<file path="src/rtl/printer_pkg.sv">
// Shared types and defaults for the printer stage and its output FIFO.
// Defaults: 4 busy cycles per character and an 8-entry FIFO.
package printer_pkg;

  typedef enum logic {
    PRN_READY = 1'b0,
    PRN_BUSY  = 1'b1
  } prn_state_t;

  localparam logic [7:0] PRN_NEWLINE         = 8'h0A;
  localparam int         PRN_BUSY_CYCLES_DEF = 4;
  localparam int         PRN_DEPTH_DEF       = 8;

endpackage

</file>
<file path="src/rtl/printer_fifo.sv">
// Synchronous byte FIFO. Output data is combinational from the head entry.
// Push is ignored when full and pop is ignored when empty. Reads 0x00 when empty.
module printer_fifo #(
  parameter int DEPTH = 8
) (
  input  logic                       clk,
  input  logic                       rst_n,
  input  logic                       push,
  input  logic [7:0]                 push_data,
  input  logic                       pop,
  output logic [7:0]                 pop_data,
  output logic                       full,
  output logic                       empty,
  output logic [$clog2(DEPTH):0]     count
);

  localparam int AW = $clog2(DEPTH);

  logic [7:0]    mem [DEPTH];
  logic [AW-1:0] wr_ptr;
  logic [AW-1:0] rd_ptr;
  logic          do_push;
  logic          do_pop;

  assign full     = (count == (AW+1)'(DEPTH));
  assign empty    = (count == '0);
  assign do_push  = push & ~full;
  assign do_pop   = pop & ~empty;
  assign pop_data = empty ? 8'h00 : mem[rd_ptr];

  // Pointers wrap naturally because DEPTH is a power of two.
  always_ff @(posedge clk) begin
    if (!rst_n) begin
      wr_ptr <= '0;
      rd_ptr <= '0;
      count  <= '0;
    end else begin
      if (do_push) wr_ptr <= wr_ptr + 1'b1;
      if (do_pop)  rd_ptr <= rd_ptr + 1'b1;
      case ({do_push, do_pop})
        2'b10:   count <= count + 1'b1;
        2'b01:   count <= count - 1'b1;
        default: count <= count;
      endcase
    end
  end

  always_ff @(posedge clk) begin
    if (do_push) mem[wr_ptr] <= push_data;
  end

endmodule

</file>
<file path="src/rtl/printer_unit.sv">
// Print-head model: accepts one byte per strobe rising edge, stays busy BUSY_CYCLES, queues bytes.
// Optional PRINTER_OVERRUN_CNT_EN adds a saturating count of rejected strobes.
module printer_unit
  import printer_pkg::*;
#(
  parameter int BUSY_CYCLES = PRN_BUSY_CYCLES_DEF,
  parameter int DEPTH       = PRN_DEPTH_DEF
) (
  input  logic        clk,
  input  logic        rst_n,
  input  logic [7:0]  print_data,
  input  logic        pulse_request,
  output logic        print_ready,
  output logic        out_valid,
  output logic [7:0]  out_data,
  input  logic        out_ready,
  output logic [15:0] char_count,
  output logic [15:0] line_count,
  output logic [7:0]  overrun_cnt
);

  prn_state_t state;
  logic [7:0] busy_cnt;
  logic       pulse_d;
  logic       rise;
  logic       accept;
  logic       fifo_full;
  logic       fifo_empty;
  logic [$clog2(DEPTH):0] unused_fifo_count;

  assign rise        = pulse_request & ~pulse_d;
  // Pre-pop fullness: a same-cycle pop never makes room for this push.
  assign print_ready = (state == PRN_READY) & ~fifo_full;
  assign accept      = rise & print_ready;
  assign out_valid   = ~fifo_empty;

  printer_fifo #(.DEPTH(DEPTH)) u_fifo (
    .clk       (clk),
    .rst_n     (rst_n),
    .push      (accept),
    .push_data (print_data),
    .pop       (out_valid & out_ready),
    .pop_data  (out_data),
    .full      (fifo_full),
    .empty     (fifo_empty),
    .count     (unused_fifo_count)
  );

  // pulse_d resets high so a strobe held through reset release is ignored.
  always_ff @(posedge clk) begin
    if (!rst_n) begin
      state      <= PRN_READY;
      busy_cnt   <= '0;
      pulse_d    <= 1'b1;
      char_count <= '0;
      line_count <= '0;
    end else begin
      pulse_d <= pulse_request;
      case (state)
        PRN_READY: begin
          if (accept) begin
            busy_cnt <= 8'(BUSY_CYCLES - 1);
            state    <= PRN_BUSY;
          end
        end
        PRN_BUSY: begin
          if (busy_cnt == '0) state    <= PRN_READY;
          else                busy_cnt <= busy_cnt - 1'b1;
        end
        default: state <= PRN_READY;
      endcase
      if (accept) begin
        char_count <= char_count + 1'b1;
        if (print_data == PRN_NEWLINE) line_count <= line_count + 1'b1;
      end
    end
  end

`ifdef PRINTER_OVERRUN_CNT_EN
  logic [7:0] overrun_q;

  always_ff @(posedge clk) begin
    if (!rst_n) begin
      overrun_q <= '0;
    end else if (rise && !print_ready && overrun_q != 8'hFF) begin
      overrun_q <= overrun_q + 1'b1;
    end
  end

  assign overrun_cnt = overrun_q;
`else
  assign overrun_cnt = 8'h00;
`endif

endmodule
</file>
<file path="config.mk">
export PLATFORM = sky130hd
export DESIGN_NAME = printer_unit
export DESIGN_NICKNAME = d
export VERILOG_FILES = /design/src/rtl/printer_pkg.sv /design/src/rtl/printer_fifo.sv /design/src/rtl/printer_unit.sv
export SDC_FILE = /design/constraint.sdc
export NUM_CORES = 1
export LEC_CHECK = 0
export CORE_MARGIN = 2
export CORE_UTILIZATION = 50
export DETAILED_ROUTE_END_ITERATION = 10
export PLACE_DENSITY_LB_ADDON = 0.2
export SETUP_SLACK_MARGIN = 0.5
export SLEW_MARGIN = 10
export SYNTH_ARGS = -nofsm -noshare
export SYNTH_HDL_FRONTEND = slang
export SYNTH_SLANG_ARGS = --single-unit
</file>
<file path="constraint.sdc">
create_clock -name clk -period 4.14 [get_ports clk]
set_clock_uncertainty 0.2 [all_clocks]
set_input_delay 0.828 -clock clk [delete_from_list [all_inputs] [get_ports clk]]
set_output_delay 0.828 -clock clk [all_outputs]
set_load 0.02 [all_outputs]
</file>
# After elaboration in Yosys (flattened, before gate mapping)
# Memory sizes are Yosys's and may differ from the RTL's. A register that Yosys moved wholly into a read port is not among the register bits.
# Index checks and enable logic that the tools add are counted.
# classes
mux,12
eq_ne,6
shifts,0
n_div,0
magnitude_cmp,0
reduce_logical,5
add_sub_neg,7
bitwise,10
multipliers,0
# ops
operator,count
$add 16x1->16 const B,2
$mux 8,3
$pmux 8 s2,1
$eq 8x4->1 const B,1
$logic_not 8->1,1
$pmux 4 s2,1
$sub 8x1->8 const B,1
$add 3x1->3 const B,2
$and 1x1->1,6
$mux 3,2
$add 4x1->4 const B,1
$eq 4x4->1 const B,1
$logic_not 4->1,1
$mux 1,4
$not 1->1,4
$reduce_and 2->1,2
$sub 4x1->4 const B,1
$eq 2x1->1 const B,1
$eq 2x2->1 const B,1
$ne 2x1->1 const B,1
$ne 2x2->1 const B,1
$pmux 1 s2,1
$reduce_bool 2->1,1
# totals
latchBits,0
wordCells,49
output_inout_bits,50
ramBits,64
regBits,52
mem_bits_ro,0
n_memories,1
# memory_table
memory,words,width,rd,rd_ports_with_merged_regs,wr,line_no,text
u_fifo.mem,8,8,1,1,1,printer_fifo.sv:19,logic [7:0] mem [DEPTH];

# Logic depth before layout (Yosys ltp)
# logic_depth
word_depth,7
ltp_mapped,13
mapped_depth_nobuf,10

# Modules after synthesis
# A second synthesis with hierarchy kept.
# hier_totals
hier_cells,420
area_unflattened_um2,5222.5
# by_module_without_submodules
module,area_each_um2,instances,cells_each,seq_area_each_um2
printer_fifo,3126.7,1,177,2182.1
printer_unit,2095.8,1,243,840.8

# Worst setup path before layout
# OpenSTA, ideal clock, no wires.
# synth_path
path_type,input -> register
from,input port pulse_request
to,memory u_fifo.mem[2][0] (enable)
cell_stages,6
setup_ns,0.398
path_buffers,2
slack_ns,0.889
arrival_ns,2.653
cell_sequence,or3b_1 > buf_6 > nor2_8 > inv_4 > buf_4 > nor4b_1
# synth_between
elab_chain_len,5
# synth_rtl
element,line_no,text
from (decl),printer_unit.sv:12,"input logic pulse_request,"
$and 1x1->1,printer_unit.sv:31,assign rise = pulse_request & ~pulse_d;
$and 1x1->1,printer_unit.sv:34,assign accept = rise & print_ready;
$and 1x1->1,printer_fifo.sv:27,assign do_push = push & ~full;
$mux 1,printer_fifo.sv:49,if (do_push) mem[wr_ptr] <= push_data;
$mux 1 (not written as such),printer_fifo.sv:49,
to (decl),printer_fifo.sv:19,
# Every way passes these cells.

==> flow_summary.yaml <==
run_status:
  status: "finished clean"
grt:
  grt_overflow: 0
  grt_pass1_wl_um: 17600
  grt_max_degree: 33
  grt_pass1_vias: 3561
  grtUsageTotal_pct: 20.2
  antenna_found_initial: 0
yosys:
  synth_seq_area_share_pct: 56.9
  avgSynthCellArea_um2: 12.4
  synth_commonest_cells: "64 x edfxtp_1, 55 x dfxtp_1, 38 x nor2_1"
  synth_area_um2: 5320
  ys_ff_latch: 119
  yosysUniqueCellTypes: 51
  synth_edf_count: 64
  synth.most_common_cell: "edfxtp_1"
  synth_top_cell_by_area: "edfxtp_1"
  syn_inst: 430
  synth_ff_type: "edfxtp_1"
  synth_top_area_share_pct: 36.1
  synth_area_leaders: "edfxtp_1 36%, dfxtp_1 21%, mux4_2 6.8%"
  ys_warn_count: 0
  async_reset_ff_share_pct: 0
timing:
  hold_slack_ns: 0.279
  setup_violations: 0
  rsz0062_at_grt: "no"
  fin_crit_sh_pct: 83.1
  worst_pin_slew_ns: 0.811
  drv_slew: 0
  setup_tns_ns: 0
  min_period_ns: 3.44
  fmax_ghz: 0.291
  worst_slack_ns: 0.699
  relSlewSlack_pct: 45.5
  hold_viol_final: 0
critical_path:
  cp_max_fo: 16
  end_kind: "primary output"
  critPathRequiredTime_ns: 3.11
  rrSetupSlack_ns: 1.06
  start_kind: "flop"
  cp.arrival_ns: 2.41
  critPathKind: "flop to primary output"
cts:
  cts_setup_buffers: 0
  root_buffer: "clkbuf_8"
  ctsResizeCount: 1
  cts.sinks: 119
  clkLatencyLatePin_ns: 0.50
  numCtsBuffers: 17
  cts_tree: "built"
  clkTransAtPathRegs_ns: 0.06
  htree_levels: 4
  cts_hold_buf: 0
  clockBufferDepth: 2
final_layout:
  fin_nets: 509
  design_area_um2: 6580
  n_fill_cell: 787
  area_growth_pct: 23.8
  drive_gt1_share_pct: 14.3
  n_antenna_cell: 0
floorplan:
  row_count: 37
  die_h_um: 107
  ioPinCount: 62
  die-area_um2: 11500
  initial_utilization_pct: 51.5
  coreArea_um2: 10300
  fp.dieW_um: 107
power_and_ir_drop:
  switching_power_mw: 0.847
  vdd_ir_drop_max_mv: 0.354
  clockPowerShare_pct: 46.1
  power_frac_comb_pct: 15.4
  finalPower_mw: 3.42
  p_int_mw: 2.57
  seq_power_share_pct: 38.5
  leakage_nw: 2.17
  power_density_nw_per_um2: 519
  netSwitchingFraction_pct: 24.8
drt:
  wirelength_um: 10600
  drt_iter0_markers: 174
  routed_via_density: 5.55
  ant_nets: 0
  first_pass_iters: 5
  routed-via-count: 3540
  drc: 0
  wire_per_inst_um: 16.7
placed_design:
  dp.final_hpwl_um: 6840
  dpl_cell_area_um2: 5940
  globalplace.congestion: 0.765
  port_buffers: 53
  dpl_worst_slack_ns: 0.291
worst_hold_path:
  hold_class: "flop to flop"
flow_run:
  drv.max_cap_violation_count: 0
-- placed cells by master, fill, tap and decap left out, types with 8 or more instances in the layout --
| master | instances |
|---|---|
| a21oi_1 | 13 |
| buf_4 | 12 |
| clkbuf_16 | 16 |
| clkdlybuf4s50_1 | 53 |
| conb_1 | 8 |
| dfxtp_1 | 54 |
| edfxtp_1 | 64 |
| ha_1 | 8 |
| inv_1 | 8 |
| mux2i_1 | 18 |
| mux4_2 | 16 |
| nand2_1 | 33 |
| nand2b_1 | 15 |
| nand3_1 | 10 |
| nand4_1 | 10 |
| nor2_1 | 38 |
| nor4_1 | 10 |
| o21ai_0 | 10 |
| xnor2_1 | 10 |
| xor2_1 | 10 |
-- per-layer routing --
metal	global-route usage (%)	wire, um
met1	25.8	4870
met5	0	0
met2	33.4	5330
met4	6.22	51
met3	5.59	393
-- registers in the layout, summed over array words and instances (netlist names), named ones only --
signal / cells
line_count: 16
u_fifo.wr_ptr: 3
busy_cnt: 8
char_count: 16
u_fifo.mem: 64
u_fifo.rd_ptr: 3
u_fifo.count: 4
state: 1
pulse_d: 1
-- path summary, 6_finish.rpt --
kind / startpoint / endpoint / cells past startpoint
worst min-delay path: busy_cnt[7] / busy_cnt[6] / 2
worst max register to register: u_fifo.count[1] / u_fifo.count[2] / 10
worst max-delay path: flop / out_data[1] / 5
worst min register to register: busy_cnt[7] / busy_cnt[6] / 2
-- cells by family (layout without fill, tap and decap cells) --
kind of cell             Yosys count  in the layout  synth area share [%]
multiplexers                      34             34                  10.2
adder cells (fa/ha/maj)            8              8                  1.88
AO/OA/AOI/OAI                     45             45                  5.58
flip-flops                       119            119                  56.9
buffers and inverters             42            107                  4.47
AND/OR/NAND/NOR                  161            161                  17.7
XOR/XNOR                          20             20                  3.29
other                              1              8                0.0705
-- stage by stage --
stage	std cells	util, %
final	638	63.8
after global routing	638	63.8
after CTS	638	63.7
after detailed placement	606	57.5
after global placement	606	57.5
after floorplan	437	-
-- critical path, cell delays in order, from the launching register on --
cell and delay, ns:
dfxtp_1 0.32, buf_6 0.23, mux4_2 0.53, mux2i_1 0.20
nor2_1 0.06, clkdlybuf4s50_1 0.56
-- power by group through the flow --
stage	clock network [mW]	registers, mW	logic (mW)
after floorplan	0	1.31	0.409
after global placement	0	1.34	0.522
after detailed placement	0	1.34	0.531
after CTS	1.61	1.32	0.535
after global routing	1.67	1.32	0.579
final	1.58	1.32	0.527
-- cell type report --
cell class / instances / area (um2) / area share, %
multi-input cells: 276 / 2080 / 31.6
clock inverters: 15 / 225 / 3.42
well taps: 136 / 170 / 2.58
clock buffers: 17 / 414 / 6.29
repair buffers: 66 / 632 / 9.60
flip-flops and latches: 119 / 3020 / 45.9
inverters: 9 / 36.3 / 0.551
No activity file was read; power rests on OpenSTA's default activity.
